===== config.mk =====
export PLATFORM = sky130hd
export DESIGN_NAME = tx_conn_scheduler
export DESIGN_NICKNAME = d
export VERILOG_FILES = /design/src/rtl/tx_conn_scheduler.sv
export SDC_FILE = /design/constraint.sdc
export NUM_CORES = 1
export LEC_CHECK = 0
export CAP_MARGIN = 20
export CORE_MARGIN = 2
export CORE_UTILIZATION = 44
export CTS_BUF_LIST = sky130_fd_sc_hd__clkbuf_16
export DETAILED_ROUTE_END_ITERATION = 16
export GPL_TIMING_DRIVEN = 0
export PLACE_DENSITY = 0.86
export SLEW_MARGIN = 20
export SYNTH_ARGS = -nofsm -noshare
export SYNTH_HDL_FRONTEND = slang
export SYNTH_SLANG_ARGS = --single-unit

===== constraint.sdc =====
create_clock -name clk -period 3.3 [get_ports clk]
set_input_delay 0.495 -clock clk [delete_from_list [all_inputs] [get_ports clk]]
set_output_delay 0.495 -clock clk [all_outputs]
set_load 0.005 [all_outputs]

===== src/rtl/tx_conn_scheduler.sv =====
// Transmit scheduler: round-robin scan of connection records, packet-builder launch,
// and arbitration of the single RAM port between scheduler, packet builder and host.
module tx_conn_scheduler #(
  parameter int NUM_RECORDS   = 8,
  parameter int RECORD_STRIDE = 32,
  parameter int PB_TIMEOUT    = 255
) (
  input  logic        clk,
  input  logic        reset,
  input  logic        scan_en,
  input  logic        host_req,
  input  logic [8:0]  host_addr,
  input  logic [31:0] host_wdata,
  input  logic        host_wren,
  output logic        host_gnt,
  output logic        host_rvalid,
  output logic [8:0]  ram_addr,
  output logic [31:0] ram_wdata,
  output logic        ram_wren,
  input  logic [31:0] ram_q,
  output logic        pb_start,
  output logic [7:0]  pb_base,
  input  logic [8:0]  pb_addr,
  input  logic        pb_done,
  output logic        busy,
  output logic [15:0] sent_count,
  output logic        timeout_err
);

  localparam int PTR_W = (NUM_RECORDS > 1) ? $clog2(NUM_RECORDS) : 1;
  localparam int CNT_W = $clog2(PB_TIMEOUT + 1);

  typedef enum logic [2:0] {
    IDLE,
    READ_HDR,
    WAIT_HDR,
    LAUNCH,
    WAIT_PB,
    CLEAR,
    NEXT
  } state_t;

  state_t             state_reg, state_next;
  logic [PTR_W-1:0]   ptr_reg, ptr_next;
  logic [31:0]        hdr_reg, hdr_next;
  logic [CNT_W-1:0]   cnt_reg, cnt_next;
  logic [CNT_W-1:0]   cnt_inc;
  logic [15:0]        sent_reg, sent_next;
  logic               terr_reg, terr_next;
  logic               rvalid_reg, rvalid_next;
  logic [8:0]         base;

  assign base    = 9'(int'(ptr_reg) * RECORD_STRIDE);
  assign cnt_inc = cnt_reg + 1'b1;

  always_ff @(posedge clk) begin
    if (reset) begin
      state_reg  <= IDLE;
      ptr_reg    <= '0;
      hdr_reg    <= '0;
      cnt_reg    <= '0;
      sent_reg   <= '0;
      terr_reg   <= 1'b0;
      rvalid_reg <= 1'b0;
    end else begin
      state_reg  <= state_next;
      ptr_reg    <= ptr_next;
      hdr_reg    <= hdr_next;
      cnt_reg    <= cnt_next;
      sent_reg   <= sent_next;
      terr_reg   <= terr_next;
      rvalid_reg <= rvalid_next;
    end
  end

  always_comb begin
    state_next = state_reg;
    ptr_next   = ptr_reg;
    hdr_next   = hdr_reg;
    cnt_next   = cnt_reg;
    sent_next  = sent_reg;
    terr_next  = terr_reg;
    host_gnt   = 1'b0;
    pb_start   = 1'b0;
    ram_addr   = base;
    ram_wdata  = '0;
    ram_wren   = 1'b0;

    case (state_reg)
      IDLE: begin
        host_gnt = host_req;
        if (scan_en) state_next = READ_HDR;
      end
      READ_HDR: state_next = WAIT_HDR;
      WAIT_HDR: begin
        hdr_next   = ram_q;
        state_next = (ram_q[31] && ram_q[30]) ? LAUNCH : NEXT;
      end
      LAUNCH: begin
        pb_start   = 1'b1;
        cnt_next   = '0;
        state_next = WAIT_PB;
      end
      WAIT_PB: begin
        ram_addr = pb_addr;
        cnt_next = cnt_inc;
        // A done in the same cycle as the timeout wins.
        if (pb_done) begin
          sent_next  = sent_reg + 16'd1;
          state_next = CLEAR;
        end else if (cnt_inc == CNT_W'(PB_TIMEOUT)) begin
          terr_next  = 1'b1;
          state_next = NEXT;
        end
      end
      CLEAR: begin
        ram_wdata  = hdr_reg & ~32'h4000_0000;
        ram_wren   = 1'b1;
        state_next = NEXT;
      end
      NEXT: begin
        host_gnt   = host_req;
        ptr_next   = ptr_reg + 1'b1;
        state_next = scan_en ? READ_HDR : IDLE;
      end
      default: state_next = IDLE;
    endcase

    if (host_gnt) begin
      ram_addr  = host_addr;
      ram_wdata = host_wdata;
      ram_wren  = host_wren;
    end
    rvalid_next = host_gnt && !host_wren;
  end

  // ptr is constant from LAUNCH until the build completes, so base doubles as pb_base.
  assign pb_base     = base[7:0];
  assign busy        = (state_reg != IDLE);
  assign sent_count  = sent_reg;
  assign timeout_err = terr_reg;
  assign host_rvalid = rvalid_reg;

endmodule


After elaboration in Yosys (flattened, before gate mapping). Index checks and enable logic that the tools add are counted.

Output and inout bits: 71. Word-level logic and storage cells: 45. Register bits: 64.

Add/sub/neg operators: 3. Muxes and demuxes: 15. Bitwise operators: 1. Reduce and logical (&&, ||, !) cells: 10. Equal/unequal tests: 9.

Operator list (number): $mux 32 (2); $pmux 3 s7 (1); $mux 9 (2); $add 16x1->16 const B (1); $pmux 8 s2 (1); $mux 3 (4); $eq 3x3->1 const B (3); $add 8x1->8 const B (1); $eq 8x8->1 const B (1); $eq 3x2->1 const B (2); $mux 1 (5); $reduce_and 2->1 (2); $add 3x1->3 const B (1); $eq 3x1->1 const B (1); $logic_not 3->1 (1); $ne 3x3->1 const B (1); $reduce_and 3->1 (1); $reduce_bool 3->1 (1); $logic_and 1x1->1 (2); $ne 2x2->1 const B (1); $reduce_bool 2->1 (1); $reduce_or 2->1 (1); $logic_not 1->1 (1); $not 1->1 (1).

Logic depth before layout (Yosys ltp). Gate-level depths: netlist of the first run.

Word-level depth: 5. Depth in mapped cells: 7.

Worst setup path after synthesis of the first run. No wires, ideal clock.

Kind: flip-flop to output port. Start point: reg state_reg[2]. End point: out ram_addr[0]. Setup slack: 1.292 ns. Arrival: 1.513 ns. Cell stages (with the launch flop): 7. Path through: dfxtp_1 -> buf_2 -> and2b_1 -> nor4b_2 -> buf_2 -> buf_2 -> a22o_1.

Cells in the longest elaborated chain, start to end: 4. Elaborated cells between the ends (all ways): 7. Those cells by class: 2 x eq/ne; 3 x mux; 2 x reduce/logical.

Ends and longest elaborated chain: from (decl) (line 43) `state_t state_reg, state_next;`; from (signal assigned) (line 66) `state_reg <= state_next;`; $eq 3x3->1 / $logic_not 3->1 (equally long branches) (line 89) `case (state_reg)`; $reduce_or 2->1 (no line); $mux 1 (line 89); $mux 9 (*) (line 129) `if (host_gnt) begin`; to (decl) (line 17) `output logic [8:0] ram_addr,`.

Every way passes the cells marked *; elsewhere a longest branch is shown, timed or not.

Worst setup path after layout of the first run.
Start point: reg state_reg[2]. End point: out ram_wdata[24].

Cells in the longest elaborated chain, start to end: 4. Elaborated cells between the ends (all ways): 7. Those cells by class: 2 x eq/ne; 3 x mux; 2 x reduce/logical.

Ends and longest elaborated chain: $eq 3x3->1 / $logic_not 3->1 (equally long branches) (line 89); $reduce_or 2->1 (no line); $mux 1 (line 89); $mux 32 (*) (line 129); to (decl) (line 18) `output logic [31:0] ram_wdata,`.

Marked as above.

==> results of run 1 <==
==> worst reg2reg max path: stages, from the launching register on <==
cell and delay, ps:
dfxtp_1 480, ha_1 190, clkbuf_1 320, and3b_1 270
o21ai_1 110, a2111o_1 420, a311oi_1 220
==> power groups by stage <==
| stage | logic, mW | registers, mW | clock network, mW |
|---|---|---|---|
| after floorplan | 0.279 | 0.833 | 0 |
| after global placement | 0.597 | 0.839 | 0 |
| after detailed placement | 0.609 | 0.842 | 0 |
| after CTS | 0.614 | 0.826 | 0.976 |
| after global routing | 0.659 | 0.830 | 1.02 |
| final | 0.616 | 0.827 | 0.963 |
==> synth_stat cells (2+ instances only) <==
library cell / instances
a21oi_1: 46
mux2i_1: 5
nand4_1: 7
mux2_4: 2
nor3_1: 5
and3_1: 3
o21ai_0: 10
or4_1: 3
a22o_1: 37
dfxtp_1: 63
a21o_1: 2
or3_1: 4
nor2_1: 22
nand2_1: 77
clkbuf_1: 20
inv_1: 4
nand3_1: 7
xnor2_1: 6
xor2_1: 6
a211oi_1: 2
nor2b_1: 4
and4_1: 3
ha_1: 4
o31ai_1: 3
and2_1: 4
buf_4: 6
nand3_2: 2
a311oi_1: 4
nand2b_1: 4
nor3b_1: 2
buf_2: 9
nand3b_1: 2
==> what timing repair did <==
item                       CTS  global route
hold buffers                 0             0
resized for setup            0             1
setup buffers                0             0
setup endpoints to repair    0             1
==> routing by layer <==
metal	share of wire	vias up	GRT usage
met3	0.058	18	0.0654
li1	-	1737	-
met4	0.018	0	0.0910
met2	0.51	142	0.468
met1	0.41	1676	0.295
met5	0	-	0
==> area by class of cell <==
type / count / area share
Buffer: 37 / 0.0339
Clock buffer: 9 / 0.0433
Clock inverter: 7 / 0.0156
Inverter: 4 / 0.00289
Multi-Input combinational cell: 297 / 0.348
Sequential cell: 63 / 0.242
Tap cell: 99 / 0.0238
Timing Repair Buffer: 151 / 0.291
==> through the flow <==
stage	instance area, µm²	power (mW)	cells	hold WS [ps]	setup WS [ps]
6_report	5200	2.41	667	455	156
5_1_grt	5200	2.51	667	474	18.9
4_1_cts	5200	2.42	667	455	121
3_5_place_dp	4890	1.45	651	448	382
3_3_place_gp	4890	1.44	651	445	417
2_1_floorplan	3260	1.11	401	436	1290
==> path summary, 6_finish.rpt <==
kind | end | depth (start not counted) | slack (ps) | startpoint
worst max register to register | state_reg[1] | 6 | 1190 | cnt_reg[0]
worst min register to register | hdr_reg[27] | 2 | 460 | hdr_reg[27]
worst max-delay path | ram_wdata[24] | 7 | 160 | state_reg[2]
worst min-delay path | hdr_reg[27] | 2 | 460 | hdr_reg[27]
==> cells by family after synthesis <==
logic type      share of synthesized area
simple gates                        0.246
compound gates                      0.230
flops                               0.389
buf+inv                            0.0582
xor+xnor                           0.0324
mux                                0.0282
fa+ha+maj                          0.0154
other cells                       0.00116
==> run summary, run 1 <==
Status -> finished, final reports clean
DR vias -> 3573
Mean Syn Cell Area -> 8.17 µm²
Area share of the largest cell type after synthesis -> 0.389
Top Ports -> 159
Drt pass-1 iters -> 5
Main area contributors after synthesis -> dfxtp_1 39%, a22o_1 10%, nand2_1 8.9%
Initial Util -> 0.452
Clk Latency, worst-skew pair -> 320 ps
Die W -> 89.9 µm
DRT iter0 DRCs -> 202
First-pass GRT wire length -> 16800 µm
# DRC -> 0
Area leader, netlist -> dfxtp_1
Share of cells above drive strength 1 -> 0.0669
Gate power share -> 0.256
Warnings, synthesis -> 0
Fill cells -> 568
Sequential area share after synthesis -> 0.389
Top_reg_cell synth -> dfxtp_1
Final Hold Vio Count -> 0
Leak -> 1.92 nW
Slew Limit Headroom -> 0.606
CTS tree -> yes
Vias in the first global route -> 3432
Post-synth EDFFs -> 0
CP most frequent cell -> clkbuf_1
Final setup TNS -> 0 ps
Slowest-stage cell, CP -> clkbuf_1
Worst Setup Path Type -> reg2out
Max reg flops -> 31
Die ar. -> 8070 µm²
Num CTS Buffers -> 9
RSZ-0062 raised after global routing -> no
Sw Share -> 0.250
Worst-Margin Slew -> 591 ps
Commonest cells after routing, fill and taps aside -> 151 x clkdlybuf4s50_1, 77 x nand2_1, 63 x dfxtp_1, 46 x a21oi_1, 37 x a22o_1
CP Launch Type -> flop
FF+latch count, synth -> 63
Post-Syn Instances -> 397
DR vias/cell -> 5.36
Peak VDD IR -> 0.395 mV
Clock transition at the registers of the reported paths -> 50 ps
Switching Power -> 601 µW
Die Ht -> 89.9 µm
Worst Path Arrival -> 2650 ps
Final HPWL DP -> 8100 µm
Max Slew Vio Count -> 0
Reg power frac -> 0.344
Data required, critical path -> 2800 ps
Initial antenna violation count -> 0
CTS max path bufs -> 2
Routed WL -> 10800 µm
Pint -> 1.81 mW
Max Clock Freq -> 318 MHz
Hold Path Class -> reg2reg
FFs w/ async S/R, synth -> 0
Crit end category -> output port
Clk pwr share -> 0.400
Grt ovf -> 0
CP max stage delay -> 500 ps
Final worst path period need -> 3140 ps
I/O Buffers -> 151
# clock sinks -> 63
H-tree depth -> 3
Delay-heaviest family, CP -> buffers and inverters
Core area -> 7180 µm²
Finished Core Util -> 0.725
Diode count -> 0
Remaining antenna violation count -> 0
Total Routing Usage GR -> 0.258
Area of the multi-input gates -> 1810 µm²
CP Buf/Inv Count -> 4
Area occupied by registers -> 1260 µm²
Synthesized cell area -> 3240 µm²
Pwr/cell area -> 463 nW/µm²
Final GP Congestion -> 0.895
Skew final -> 5.63 ps
Syn-to-layout area delta -> 60.4%
Final #Nets -> 655
Max-cap viol count -> 0
WL/cell -> 16.1 µm
Root buffer cell -> clkbuf_16
Row Count -> 31
# setup viols final -> 0
Commonest non-fill, non-tap cell in the layout -> clkdlybuf4s50_1
Worst path cell trace -> buf_2, nor2b_1, and2_1, clkbuf_1, clkbuf_1, a22o_1, clkdlybuf4s50_1
Crit share post-route -> 0.953
Largest net degree at the start of global routing -> 11
CP Max Fanout -> 10
Unique cell type count in the Yosys netlist -> 51
Power figures use the tool's default switching activity.
==> run 2, diff against run 1 <==
--- a/config.mk
+++ b/config.mk
@@ -10,8 +10,9 @@
 export CORE_UTILIZATION = 44
 export CTS_BUF_LIST = sky130_fd_sc_hd__clkbuf_16
 export DETAILED_ROUTE_END_ITERATION = 16
+export DONT_BUFFER_PORTS = 1
 export GPL_TIMING_DRIVEN = 0
-export PLACE_DENSITY = 0.86
+export RECOVER_POWER = 50
 export SLEW_MARGIN = 20
 export SYNTH_ARGS = -nofsm -noshare
 export SYNTH_HDL_FRONTEND = slang
==> run summary, run 2 (same netlist as run 1, synthesis figures left out) <==
Peak VDD IR -> 0.294 mV (was 0.395 mV)
DR vias/cell -> 5.63 (was 5.36)
Slowest-stage cell, CP -> nor4b_2 (was clkbuf_1)
Final GP Congestion -> 0.805 (was 0.895)
Status -> finished, final reports clean (unchanged)
Slew Limit Headroom -> 0.528 (was 0.606)
Max-cap viol count -> 0 (unchanged)
Initial antenna violation count -> 0 (unchanged)
Critical register-to-register path endpoint -> sent_count[12] (was state_reg[1])
Syn-to-layout area delta -> 13.0% (was 60.4%)
Hold Path Class -> in2reg (was reg2reg)
WL/cell -> 17.2 µm (was 16.1 µm)
CTS max path bufs -> 2 (unchanged)
Pwr/cell area -> 592 nW/µm² (was 463 nW/µm²)
Final setup TNS -> 0 ps (unchanged)
HP Start -> host_wren (was hdr_reg[27])
Post_cts resized -> 0 (unchanged)
Crit Reg-Reg Startpoint -> state_reg[0] (was cnt_reg[0])
Crit share post-route -> 0.883 (was 0.953)
CTS tree -> yes (unchanged)
I/O Buffers -> 0 (was 151)
Worst Setup Path Type -> reg2out (unchanged)
Crit end category -> output port (unchanged)
Data required, critical path -> 2800 ps (about the same)
Die ar. -> 8070 µm² (unchanged)
CP Launch Type -> flop (unchanged)
# clock sinks -> 63 (unchanged)
CP max stage delay -> 360 ps (was 500 ps)
Die Ht -> 89.9 µm (unchanged)
# setup viols final -> 0 (unchanged)
CP Max Fanout -> 10 (unchanged)
Final #Nets -> 504 (was 655)
Worst path cell trace -> clkbuf_1, and2b_1, nor4b_2, buf_2, buf_2, a22o_1 (was buf_2, nor2b_1, and2_1, clkbuf_1, clkbuf_1, a22o_1, clkdlybuf4s50_1)
Remaining antenna violation count -> 0 (unchanged)
Diode count -> 0 (unchanged)
Top Ports -> 159 (unchanged)
Max Clock Freq -> 343 MHz (was 318 MHz)
Final HPWL DP -> 6500 µm (was 8100 µm)
Max Slew Vio Count -> 0 (unchanged)
Max reg flops -> 31 (unchanged)
Setup Fix Bufs, Post-CTS -> 0 (unchanged)
First-pass GRT wire length -> 14400 µm (was 16800 µm)
Final Hold Vio Count -> 0 (unchanged)
Die W -> 89.9 µm (unchanged)
Hold slack final -> 242 ps (was 455 ps)
Clock transition at the registers of the reported paths -> 50 ps (about the same)
Leak -> 1.30 nW (was 1.92 nW)
Worst Hold Depth -> 1 (was 2)
Num CTS Buffers -> 9 (unchanged)
CP most frequent cell -> buf_2 (was clkbuf_1)
Reg-to-reg slack, setup -> 1130 ps (was 1190 ps)
H-tree depth -> 3 (unchanged)
Core area -> 7180 µm² (unchanged)
Drt pass-1 iters -> 4 (was 5)
DR vias -> 2906 (was 3573)
Row Count -> 31 (unchanged)
Reg2reg path depth -> 5 (was 6)
Share of cells above drive strength 1 -> 0.0767 (was 0.0669)
# DRC -> 0 (unchanged)
Initial Util -> 0.452 (unchanged)
Hold_buf cts -> 0 (unchanged)
Routed WL -> 8860 µm (was 10800 µm)
Commonest cells after routing, fill and taps aside -> 77 x nand2_1, 63 x dfxtp_1, 46 x a21oi_1, 37 x a22o_1, 25 x clkbuf_1 (was 151 x clkdlybuf4s50_1, 77 x nand2_1, 63 x dfxtp_1, 46 x a21oi_1, 37 x a22o_1)
Commonest non-fill, non-tap cell in the layout -> nand2_1 (was clkdlybuf4s50_1)
Root buffer cell -> clkbuf_16 (unchanged)
Worst Path Arrival -> 2420 ps (was 2650 ps)
RSZ-0062 raised after global routing -> no (unchanged)
Skew final -> 4.68 ps (was 5.63 ps)
Largest net degree at the start of global routing -> 12 (was 11)
Vias in the first global route -> 2870 (was 3432)
Total Routing Usage GR -> 0.223 (was 0.258)
Final worst path period need -> 2920 ps (was 3140 ps)
Clk Latency, worst-skew pair -> 320 ps (about the same)
Worst-Margin Slew -> 702 ps (was 591 ps)
Grt ovf -> 0 (unchanged)
Worst hold path endpoint -> host_rvalid (was hdr_reg[27])
DRT iter0 DRCs -> 133 (was 202)
==> run 2: cell types whose count changed in the layout (fill, tap and decap cells not counted), moves of 2 or more <==
cell             before  now
clkdlybuf4s50_1     151    0
clkbuf_1             20   25
buf_2                 8    5
clkinvlp_4            0    2
inv_1                 7    5
==> run 2: layout make-up <==
cell class	count	area (µm²)
buffer	37	169
fill	725	3510
clock buffer	9	225
tap	99	124
clock inverter	7	88.8
sequential	63	1260
inverter	4	15.0
multi-input combinational	297	1780
==> run 2: worst max-delay path by stage <==
stage,from,endpoint,slack [ps],cells past startpoint
floorplan,state_reg[2],ram_addr[0],1290,6
global placement,state_reg[2],ram_addr[1],890,6
global route,state_reg[2],ram_addr[1],270,6
CTS,state_reg[2],ram_addr[1],520,6
detailed placement,state_reg[2],ram_addr[1],900,6
finish,state_reg[2],ram_addr[1],380,6
==> run 2: per-layer routing <==
metal | vias to the layer above | track usage | part of all wire
met1 | 1348 | 0.268 | 0.45
met2 | 111 | 0.385 | 0.48
li1 | 1439 | - | -
met4 | 0 | 0.0705 | 0.0091
met3 | 8 | 0.0637 | 0.066
met5 | - | 0 | 0
==> run 2: report_power, final <==
part / internal (mW) / switching (mW)
registers: 0.799 / 0.0262
logic: 0.134 / 0.219
clock network: 0.655 / 0.339
total: 1.59 / 0.584
==> run 2: critical path: cells and delay by family, from the launching register on <==
| kind | cells | cell delay, ps |
|---|---|---|
| DFF | 1 | 330 |
| buffers and inverters | 3 | 870 |
| AOI/OAI and AO/OA | 1 | 240 |
| and+or+nand+nor | 2 | 650 |
==> run 2: per-stage QoR <==
stage,instances,area (µm²),setup WS [ps],util,total power [mW]
floorplan,401,3260,1290,-,1.11
global placement,500,3380,886,0.471,1.19
detailed placement,500,3380,897,0.471,1.20
CTS,516,3700,522,0.515,2.19
global route,516,3670,274,0.511,2.27
finish,516,3670,385,0.511,2.17
==> run 3, diff against run 2 <==
--- a/config.mk
+++ b/config.mk
@@ -11,6 +11,7 @@
 export CTS_BUF_LIST = sky130_fd_sc_hd__clkbuf_16
 export DETAILED_ROUTE_END_ITERATION = 16
 export DONT_BUFFER_PORTS = 1
+export GPL_ROUTABILITY_DRIVEN = 0
 export GPL_TIMING_DRIVEN = 0
 export RECOVER_POWER = 50
 export SLEW_MARGIN = 20
==> results of run 3 <==
The final DEF is identical to that of run 2; final timing and power are the same.
